File: src/rtl/mmio_uart_tx.sv
// Memory-mapped UART transmitter: TXDATA store pushes bytes into a FIFO,
// STATUS read reports overflow/frame/FIFO flags, tx emits 8N1 frames.
module mmio_uart_tx #(
  parameter logic [31:0] BASE_ADDR    = 32'h0000_0400,
  parameter int unsigned CLKS_PER_BIT = 4,
  parameter int unsigned FIFO_DEPTH   = 4
) (
  input  logic        clk,
  input  logic        reset,
  input  logic        wr_en,
  input  logic [31:0] addr,
  input  logic [31:0] data_in,
  output logic [31:0] data_out,
  output logic        tx,
  output logic        busy
);

  localparam int unsigned PTR_W     = $clog2(FIFO_DEPTH);
  localparam int unsigned CNT_W     = PTR_W + 1;
  localparam int unsigned BIT_CNT_W = (CLKS_PER_BIT > 1) ? $clog2(CLKS_PER_BIT) : 1;
  localparam logic [31:0] STATUS_ADDR = BASE_ADDR + 32'd4;

  typedef enum logic [1:0] {IDLE, START, DATA, STOP} state_t;

  state_t               state;
  logic [7:0]           mem [FIFO_DEPTH];
  logic [PTR_W-1:0]     wr_ptr;
  logic [PTR_W-1:0]     rd_ptr;
  logic [CNT_W-1:0]     count;
  logic                 overflow;
  logic [7:0]           shreg;
  logic [BIT_CNT_W-1:0] bit_cnt;
  logic [2:0]           bit_idx;

  logic fifo_empty;
  logic fifo_full;
  logic busy_frame;
  logic bit_end;
  logic push_req;
  logic clr_req;
  logic pop;
  logic push;
  logic ovf_event;
  logic unused_data_hi;

  assign unused_data_hi = ^data_in[31:8];

  assign fifo_empty = (count == '0);
  assign fifo_full  = (count == CNT_W'(FIFO_DEPTH));
  assign busy_frame = (state != IDLE);
  assign busy       = busy_frame | ~fifo_empty;
  assign bit_end    = (bit_cnt == BIT_CNT_W'(CLKS_PER_BIT - 1));

  // The FSM pops when idle or at the last cycle of STOP, so frames chain with no gap.
  assign pop       = ~fifo_empty & ((state == IDLE) | ((state == STOP) & bit_end));
  assign push_req  = wr_en & (addr == BASE_ADDR);
  assign clr_req   = wr_en & (addr == STATUS_ADDR);
  assign push      = push_req & (~fifo_full | pop);
  assign ovf_event = push_req & fifo_full & ~pop;

  always_comb begin
    data_out = '0;
    if (addr == STATUS_ADDR) begin
      data_out = {27'b0, overflow, busy_frame, fifo_empty, fifo_full, 1'b0};
    end
  end

  // FIFO storage; a full-FIFO push with a same-cycle pop overwrites the slot being read.
  always_ff @(posedge clk) begin
    if (push) begin
      mem[wr_ptr] <= data_in[7:0];
    end
  end

  always_ff @(posedge clk) begin
    if (reset) begin
      wr_ptr   <= '0;
      rd_ptr   <= '0;
      count    <= '0;
      overflow <= 1'b0;
    end else begin
      if (push) begin
        wr_ptr <= wr_ptr + PTR_W'(1);
      end
      if (pop) begin
        rd_ptr <= rd_ptr + PTR_W'(1);
      end
      case ({push, pop})
        2'b10:   count <= count + CNT_W'(1);
        2'b01:   count <= count - CNT_W'(1);
        default: count <= count;
      endcase
      if (ovf_event) begin
        overflow <= 1'b1;
      end else if (clr_req) begin
        overflow <= 1'b0;
      end
    end
  end

  // Serializer: the shift register moves right so tx always takes the current LSB.
  always_ff @(posedge clk) begin
    if (reset) begin
      state   <= IDLE;
      tx      <= 1'b1;
      shreg   <= '0;
      bit_cnt <= '0;
      bit_idx <= '0;
    end else begin
      case (state)
        IDLE: begin
          if (pop) begin
            shreg   <= mem[rd_ptr];
            tx      <= 1'b0;
            bit_cnt <= '0;
            state   <= START;
          end
        end
        START: begin
          if (bit_end) begin
            bit_cnt <= '0;
            bit_idx <= '0;
            tx      <= shreg[0];
            shreg   <= {1'b0, shreg[7:1]};
            state   <= DATA;
          end else begin
            bit_cnt <= bit_cnt + BIT_CNT_W'(1);
          end
        end
        DATA: begin
          if (bit_end) begin
            bit_cnt <= '0;
            if (bit_idx == 3'd7) begin
              tx    <= 1'b1;
              state <= STOP;
            end else begin
              bit_idx <= bit_idx + 3'd1;
              tx      <= shreg[0];
              shreg   <= {1'b0, shreg[7:1]};
            end
          end else begin
            bit_cnt <= bit_cnt + BIT_CNT_W'(1);
          end
        end
        STOP: begin
          if (bit_end) begin
            bit_cnt <= '0;
            if (pop) begin
              shreg <= mem[rd_ptr];
              tx    <= 1'b0;
              state <= START;
            end else begin
              state <= IDLE;
            end
          end else begin
            bit_cnt <= bit_cnt + BIT_CNT_W'(1);
          end
        end
        default: begin
          state <= IDLE;
          tx    <= 1'b1;
        end
      endcase
    end
  end

endmodule

File: config.mk
export PLATFORM = sky130hd
export DESIGN_NAME = mmio_uart_tx
export DESIGN_NICKNAME = d
export VERILOG_FILES = /design/src/rtl/mmio_uart_tx.sv
export SDC_FILE = /design/constraint.sdc
export NUM_CORES = 1
export LEC_CHECK = 0
export CAP_MARGIN = 0
export CORE_AREA = 3 3 89 91
export DETAILED_ROUTE_END_ITERATION = 7
export DIE_AREA = 0 0 92 94
export MAX_ROUTING_LAYER = met4
export PLACE_DENSITY = 0.79
export SLEW_MARGIN = 20
export SYNTH_ARGS = -nofsm -noshare
export SYNTH_HDL_FRONTEND = slang
export SYNTH_SLANG_ARGS = --single-unit
File: constraint.sdc
create_clock -name clk -period 3.1 [get_ports clk]
set_clock_uncertainty 0.05 [all_clocks]
set_input_delay 0.775 -clock clk [delete_from_list [all_inputs] [get_ports clk]]
set_output_delay 0.775 -clock clk [all_outputs]
set_load 0.005 [all_outputs]
==> results of run 1 <==
kinds of logic after synthesis:
logic type	Yosys count	share of synthesized area [%]
flip-flops	58	50.6
AND/OR/NAND/NOR	54	11.0
XOR/XNOR	4	1.20
buffers and inverters	44	9.78
AO/OA/AOI/OAI	44	11.5
adder cells (fa/ha/maj)	14	6.23
multiplexers	18	9.56
other	1	0.128
where the power goes:
part	internal (W)	switching [W]	leakage (nW)	total, W
registers	0.000857	0.0000259	0.497	0.000883
logic	0.000210	0.000231	0.933	0.000441
clock network	0.000457	0.000320	0.106	0.000777
total	0.00152	0.000577	1.54	0.00210
layout make-up:
cell class              count  area, µm²  share of cell area [%]
repair buffers             78        721                    18.1
clock buffers               9        124                    3.11
well taps                  99        124                    3.11
flip-flops and latches     58       1480                    37.2
inverters                   8       30.0                   0.754
clock inverters             7        101                    2.54
multi-input cells         162       1400                    35.2
timing repair:
item                                    in CTS  in global routing
endpoints found under the setup margin       5                  5
setup buffers                                2                  6
gates cloned                                 0                  0
endpoints found under the hold margin        0                  0
pin swaps                                    8                 12
resized for setup                           16                 32
hold buffers                                 0                  0
worst min-delay path by stage:
stage	slack [ps]	depth (start not counted)	start	to
6_report	440	1	tx	tx
5_1_grt	460	1	tx	tx
4_1_cts	450	1	tx	tx
3_5_place_dp	430	1	tx	tx
3_3_place_gp	430	2	bit_cnt[1]	bit_cnt[1]
2_1_floorplan	410	2	bit_cnt[1]	bit_cnt[1]
metrics by stage:
step | setup TNS, ps | power (W) | worst slack [ps] | instance area, µm²
after floorplan | 0 | 0.00123 | 47.7 | 3030
after global placement | -1980 | 0.00131 | -476 | 3560
after detailed placement | -2210 | 0.00133 | -539 | 3560
after CTS | 0 | 0.00211 | 3.79 | 3850
after global routing | -391 | 0.00220 | -112 | 3990
final | -64.0 | 0.00210 | -32.7 | 3990
routing by layer:
layer	wire length, µm	GRT usage [%]
met5	0	-
met3	258	3.85
met4	114	6.06
met2	3520	26.8
met1	2540	16.8
worst max-delay path, delay by kind of cell:
family	cells	cell delay [ps]
buffers and inverters	3	710
AND/OR/NAND/NOR	4	820
flip-flops by register name (all words and copies together), names as in the netlist, named ones only:
name	cells
rd_ptr	2
overflow	1
wr_ptr	2
count	3
state	2
bit_cnt	2
shreg	8
mem	32
tx	1
bit_idx	3
cell usage in the layout, fill, tap and decap left out, types with 2 or more instances in the layout:
master | Yosys | routed
sky130_fd_sc_hd__a211oi_2 | 8 | 8
sky130_fd_sc_hd__or3_4 | 2 | 3
sky130_fd_sc_hd__a211oi_1 | 2 | 2
sky130_fd_sc_hd__edfxtp_1 | 32 | 32
sky130_fd_sc_hd__inv_1 | 8 | 7
sky130_fd_sc_hd__dfxtp_1 | 26 | 26
sky130_fd_sc_hd__conb_1 | 1 | 28
sky130_fd_sc_hd__nand4_1 | 4 | 4
sky130_fd_sc_hd__a21oi_1 | 14 | 13
sky130_fd_sc_hd__nor4_2 | 0 | 3
sky130_fd_sc_hd__clkbuf_2 | 0 | 3
sky130_fd_sc_hd__dlymetal6s2s_1 | 0 | 9
sky130_fd_sc_hd__clkbuf_8 | 0 | 9
sky130_fd_sc_hd__mux2i_1 | 10 | 10
sky130_fd_sc_hd__nor4_4 | 0 | 3
sky130_fd_sc_hd__nor2b_1 | 2 | 2
sky130_fd_sc_hd__nor3_1 | 4 | 3
sky130_fd_sc_hd__mux4_2 | 8 | 8
sky130_fd_sc_hd__buf_4 | 28 | 29
sky130_fd_sc_hd__clkdlybuf4s50_1 | 0 | 35
sky130_fd_sc_hd__clkinvlp_4 | 0 | 2
sky130_fd_sc_hd__nor2_1 | 16 | 14
sky130_fd_sc_hd__ha_1 | 13 | 12
sky130_fd_sc_hd__o31ai_1 | 2 | 2
sky130_fd_sc_hd__nor3b_1 | 2 | 2
sky130_fd_sc_hd__a21o_1 | 2 | 2
sky130_fd_sc_hd__clkinv_4 | 0 | 2
sky130_fd_sc_hd__and3_1 | 3 | 3
sky130_fd_sc_hd__bufinv_16 | 0 | 2
sky130_fd_sc_hd__a22oi_1 | 3 | 3
sky130_fd_sc_hd__nor2_2 | 0 | 2
sky130_fd_sc_hd__and2_1 | 4 | 4
sky130_fd_sc_hd__o21ai_0 | 4 | 4
sky130_fd_sc_hd__xor2_1 | 2 | 2
==> summary.md, run 1 <==
| Metric | Value |
|---|---|
| Antenna Violating Nets Remaining | `0` |
| Data arrival time of the critical path | `2310 ps` |
| Main area contributors after synthesis | `sky130_fd_sc_hd__edfxtp_1, sky130_fd_sc_hd__dfxtp_1, sky130_fd_sc_hd__buf_4, sky130_fd_sc_hd__mux4_2, sky130_fd_sc_hd__ha_1` |
| Max-slew violation count | `0` |
| Die area | `8650 µm²` |
| Slew headroom | `between 50% and 60%` |
| Worst setup path class | `in2out` |
| CP max-delay cell | `sky130_fd_sc_hd__clkdlybuf4s50_1` |
| Last weighted congestion value of the routability-driven placer | `0.789` |
| Power density relative to cell area | `527 nW/µm²` |
| Async set or reset register ratio after synthesis | `0%` |
| Worst-case setup margin in the final layout | `-32.7 ps` |
| Number of DRC violations after detailed-routing iteration 0 | `105` |
| Highest attainable clock frequency | `319 MHz` |
| Static leakage power | `1.54 nW` |
| Number of filler cells placed in the layout | `about 570` |
| CP max FO | `2` |
| Crit path largest cell delay | `approximately 420 ps` |
| Post-detailed-routing wire length | `6.43 mm` |
| Drt pass-1 iters | `4` |
| Share of the clock period used by the worst path | `101%` |
| Starting density of the core | `40.6%` |
| Total vias in the final route | `2080` |
| Start point of the critical path | `addr[27]` |
| Count of input and output buffers | `48` |
| Crit Reg-Reg Endpoint | `count[2]` |
| Final Hold Violating Endpoints | `0` |
| Result of the run | `complete, but fails checks` |
| Count of placed standard cells in the final layout, fillers left out | `421` |
| Via count of the first global-routing pass | `2067` |
| Overall global routing resource usage | `15.3%` |
| Area growth from synthesis to final layout | `36.0%` |
| Core footprint | `between 7000 and 8000 µm²` |
| Worst IR Drop VDD | `around 0.00046 V` |
| EDFF count, synth | `32` |
| Register area share after synthesis | `50.6%` |
| Worst setup path endpoint | `data_out[4]` |
| Worst Hold Margin | `440 ps` |
| Class of the most critical hold timing path | `reg2reg` |
| Number of antenna diodes | `0` |
| Number of nets at the end of the flow | `398` |
| Synth cell types | `48` |
| Number of design rule violations left after detail routing | `0` |
| Worst-skew pair later-pin latency | `340 ps` |
| Grt ovf | `0` |
| Post-synthesis cell area | `2930 µm²` |
| I/O pin count | `~100` |
| # H-tree levels | `3` |
| TritonCTS clock tree | `yes` |
| Number of buffers between clock root and the deepest sink | `2` |
| Worst path cell trace | `clkdlybuf4s50_1 > nor4_2 > nand4_1 > buf_4 > nor2_2 > and3_1 > clkbuf_2` |
| Beginning of the worst register-to-register path | `bit_cnt[0]` |
| Average routed wire per standard cell | `15.3 µm` |
| Category of the worst setup path launch point | `input pin` |
| Worst EP required | `2270 ps` |
| Flip-flop and latch count after synthesis | `between 50 and 60` |
| Type of element capturing the critical path | `output port` |
| Number of rows in the core area | `31` |
| End-of-flow core utilization | `a little under three fifths` |
| Failing checks | `negative setup slack` |
| Global-route wire length before repair | `10.0 mm` |
| Count of endpoints failing setup in the final report | `4` |
| CTS sink cnt | `58` |
| Pin count of the biggest net entering global routing | `17` |
| Placed Cells | `397` |
| Synthesized area per cell | `12.4 µm²` |
| Slack of the worst reg-to-reg path | `400 ps` |
| Dominant synthesized flop cell | `sky130_fd_sc_hd__edfxtp_1` |
| Number of buffers created by CTS | `9` |
| # Max-Cap Violations | `0` |
| Synth top area share | `roughly 33%` |
| Fin crit period | `about 3100 ps` |
| Synthesized instance count | `237` |
| Initial antenna violation count | `0` |
| Die outline width | `92 µm` |
| Clock root buffer | `sky130_fd_sc_hd__clkbuf_8` |
| Cell taking the most area after synthesis | `sky130_fd_sc_hd__edfxtp_1` |
| Worst-margin pin slew | `slightly above 600 ps` |
| List of most frequent post-synthesis cells | `sky130_fd_sc_hd__edfxtp_1, sky130_fd_sc_hd__buf_4, sky130_fd_sc_hd__dfxtp_1, sky130_fd_sc_hd__nor2_1, sky130_fd_sc_hd__a21oi_1` |
| Clock-pin slew on the worst setup and hold paths | `70 ps` |
| Yosys warns | `0` |
| Die height | `94 µm` |
| Post-DR vias/cell | `4.94` |
| DP HPWL | `around 4.3 mm` |
| Dominant cell by count in the synthesized netlist | `sky130_fd_sc_hd__edfxtp_1` |
| Fraction of layout cells with a size suffix above 1 | `28.0%` |
| Logic depth of the worst register-to-register path | `10` |
(Power assumes the default switching activity.)
==> run 2, diff against run 1 <==
Settings changed: CAP_MARGIN 0 to unset, RECOVER_POWER set to 50.
==> run 2 against run 1 <==
Effect of this change: the run still ends with negative setup slack left; highest routed layer unchanged; worst hold slack about the same; count of clock-buffer cells in the layout unchanged; clock power about the same; cell count unchanged; critical path depth unchanged; combinational power decreased by 5.0%; first-iteration DRC count increased by 0.95%; largest power group unchanged; setup slack unchanged.
==> summary.md, run 2 (synthesized netlist as in run 1, its figures left out) <==
| Metric | Value |
|---|---|
| Result of the run | `complete, but fails checks` |
| Failing checks | `negative setup slack` |
| TritonCTS clock tree | `yes` |
| Fraction of layout cells with a size suffix above 1 | `26.7% (-1.2 points)` |
| Clock root buffer | `sky130_fd_sc_hd__clkbuf_8` |
| Hold-fix buffers at CTS | `0 (unchanged)` |
| Worst-margin pin slew | `1160 ps (+542 ps)` |
| Slack of the worst reg-to-reg path | `280 ps (-120 ps)` |
| Final Hold Violating Endpoints | `0 (unchanged)` |
| Cell class contributing the biggest share of worst-path delay | `simple AND/OR/NAND/NOR gates` |
| Register ranked first by flip-flop count | `mem` |
| Commonest cells after routing, fill and taps aside | `sky130_fd_sc_hd__edfxtp_1, sky130_fd_sc_hd__conb_1, sky130_fd_sc_hd__buf_4, sky130_fd_sc_hd__dfxtp_1, sky130_fd_sc_hd__clkdlybuf4s50_1` |
| Via count of the first global-routing pass | `2067 (unchanged)` |
| Initial antenna violation count | `0 (unchanged)` |
| Pin count of the biggest net entering global routing | `17 (unchanged)` |
| Share of the clock period used by the worst path | `101% (unchanged)` |
| Number of design rule violations left after detail routing | `0 (unchanged)` |
| Crit Reg-Reg Endpoint | `shreg[3]` |
| Beginning of the worst register-to-register path | `state[0]` |
| Slew headroom | `22.3% (-37 points)` |
| Last weighted congestion value of the routability-driven placer | `0.789 (unchanged)` |
| Number of antenna diodes | `0 (unchanged)` |
| Count of placed standard cells in the final layout, fillers left out | `421 (unchanged)` |
| Worst EP required | `2270 ps (about the same)` |
| Post-DR vias/cell | `4.94 (unchanged)` |
| Worst-case setup margin in the final layout | `-32.7 ps (unchanged)` |
| Die outline width | `92 µm (unchanged)` |
| Class of the most critical hold timing path | `reg2reg` |
| CP max-delay cell | `sky130_fd_sc_hd__clkdlybuf4s50_1` |
| Post-detailed-routing wire length | `6.46 mm (+0.42%)` |
| Worst path cell trace | `clkdlybuf4s50_1 > nor4_2 > nand4_1 > buf_4 > nor2_2 > and3_1 > clkbuf_2` |
| Core footprint | `7210 µm² (unchanged)` |
| Average routed wire per standard cell | `15.3 µm (+0.42%)` |
| Static leakage power | `1.53 nW (-0.27%)` |
| Worst-skew pair later-pin latency | `340 ps (about the same)` |
| Fin crit period | `3130 ps (unchanged)` |
| End-of-flow core utilization | `55.0% (-0.26 points)` |
| Number of nets at the end of the flow | `398 (unchanged)` |
| Starting density of the core | `40.6% (unchanged)` |
| Most common cell after layout, fill and taps aside | `sky130_fd_sc_hd__edfxtp_1` |
| Number of buffers created by CTS | `9 (unchanged)` |
| Stages on worst setup path | `7 (unchanged)` |
| I/O pin count | `101 (unchanged)` |
| Category of the worst setup path launch point | `input pin` |
| Type of element capturing the critical path | `output port` |
| Overall global routing resource usage | `15.3% (unchanged)` |
| Worst Hold Margin | `440 ps (-0.0600 ps)` |
| Max-slew violation count | `0 (unchanged)` |
| Worst Hold Launch | `tx` |
| Logic depth of the worst register-to-register path | `6 (-4)` |
| Worst setup path class | `in2out` |
| Drt pass-1 iters | `4 (unchanged)` |
| Number of buffers between clock root and the deepest sink | `2 (unchanged)` |
| DP HPWL | `4.32 mm (unchanged)` |
| Antenna Violating Nets Remaining | `0 (unchanged)` |
| Grt ovf | `0 (unchanged)` |
| Area growth from synthesis to final layout | `35.4%` |
| Worst IR Drop VDD | `0.000457 V (-0.17%)` |
| Count of endpoints failing setup in the final report | `4 (unchanged)` |
| Number of DRC violations after detailed-routing iteration 0 | `106 (+0.95%)` |
| CTS sink cnt | `58 (unchanged)` |
| Count of input and output buffers | `48 (unchanged)` |
| # H-tree levels | `3 (unchanged)` |
| Placed Cells | `397 (unchanged)` |
| Clock-pin slew on the worst setup and hold paths | `70 ps (about the same)` |
| Highest attainable clock frequency | `319 MHz (unchanged)` |
| CP max FO | `2 (unchanged)` |
| # Max-Cap Violations | `0 (unchanged)` |
| Total vias in the final route | `2080 (unchanged)` |
| WP buf/inv | `3 (unchanged)` |
| Post-layout power | `0.00208 W (-1.0%)` |
| Number of filler cells placed in the layout | `576 (+0.35%)` |
| Worst Hold Path Cells | `1 (unchanged)` |
| Die area | `8650 µm² (unchanged)` |
| Global-route wire length before repair | `10.0 mm (unchanged)` |
| Crit path largest cell delay | `420 ps (about the same)` |
| Power density relative to cell area | `524 nW/µm² (-0.56%)` |
| Largest registers | `mem: 32 flops, shreg: 8 flops` |
| Min-Delay Endpoint | `tx` |
| Largest register FFs | `32 (unchanged)` |
| Die height | `94 µm (unchanged)` |
| Data arrival time of the critical path | `2310 ps (about the same)` |
| Number of rows in the core area | `31 (unchanged)` |
[run 2: cell count changes in the layout (fill, tap and decap cells not counted), sizes merged]
cell | before | now
buf | 31 | 30
clkbuf | 12 | 13
clkdlybuf4s50 | 35 | 25
dlygate4sd3 | 0 | 10
[run 2: final cells by class]
class	count	area, µm²	area share (%)
Sequential cell	58	1480	37.4
Multi-Input combinational cell	162	1390	35.0
Timing Repair Buffer	78	717	18.1
Clock buffer	9	124	3.12
Tap cell	99	124	3.12
Clock inverter	7	101	2.56
Inverter	8	30.0	0.757
[run 2: worst max-delay path by stage]
stage                        to     start  slack, ps
finish              data_out[4]  addr[27]        -30
global route           count[2]   addr[5]       -110
CTS                    count[2]  addr[30]          4
detailed placement     count[2]   addr[8]       -540
global placement       count[2]   addr[8]       -480
floorplan              count[2]   addr[8]         50
[run 2: metal layers]
metal / up-vias / global-route usage, % / routed length [µm]
met1: 1003 / 16.8 / 2560
met4: 0 / 6.06 / 114
met2: 63 / 26.8 / 3520
met3: 14 / 3.85 / 261
li1: 1000 / - / -
met5: - / - / 0
[run 2: power by group]
group	internal, W	leakage [nW]	switching (W)
Combinational	0.000191	0.929	0.000228
Sequential	0.000857	0.497	0.0000263
Clock	0.000457	0.106	0.000321
[run 2: metrics by stage]
step                TNS [ps]  setup WS [ps]  instance area [µm²]
floorplan                  0           47.7                 3030
global placement       -1980           -476                 3560
detailed placement     -2210           -539                 3560
CTS                        0           3.79                 3850
global route            -391           -112                 3970
finish                 -63.7          -32.7                 3970
[run 2: timing repair]
action                                  CTS  global route
pin swaps                                 8            12
resized for setup                        16            32
endpoints found under the hold margin     0             0
buffers inserted                          2             6
endpoints found under the setup margin    5             5
gates cloned                              0             0
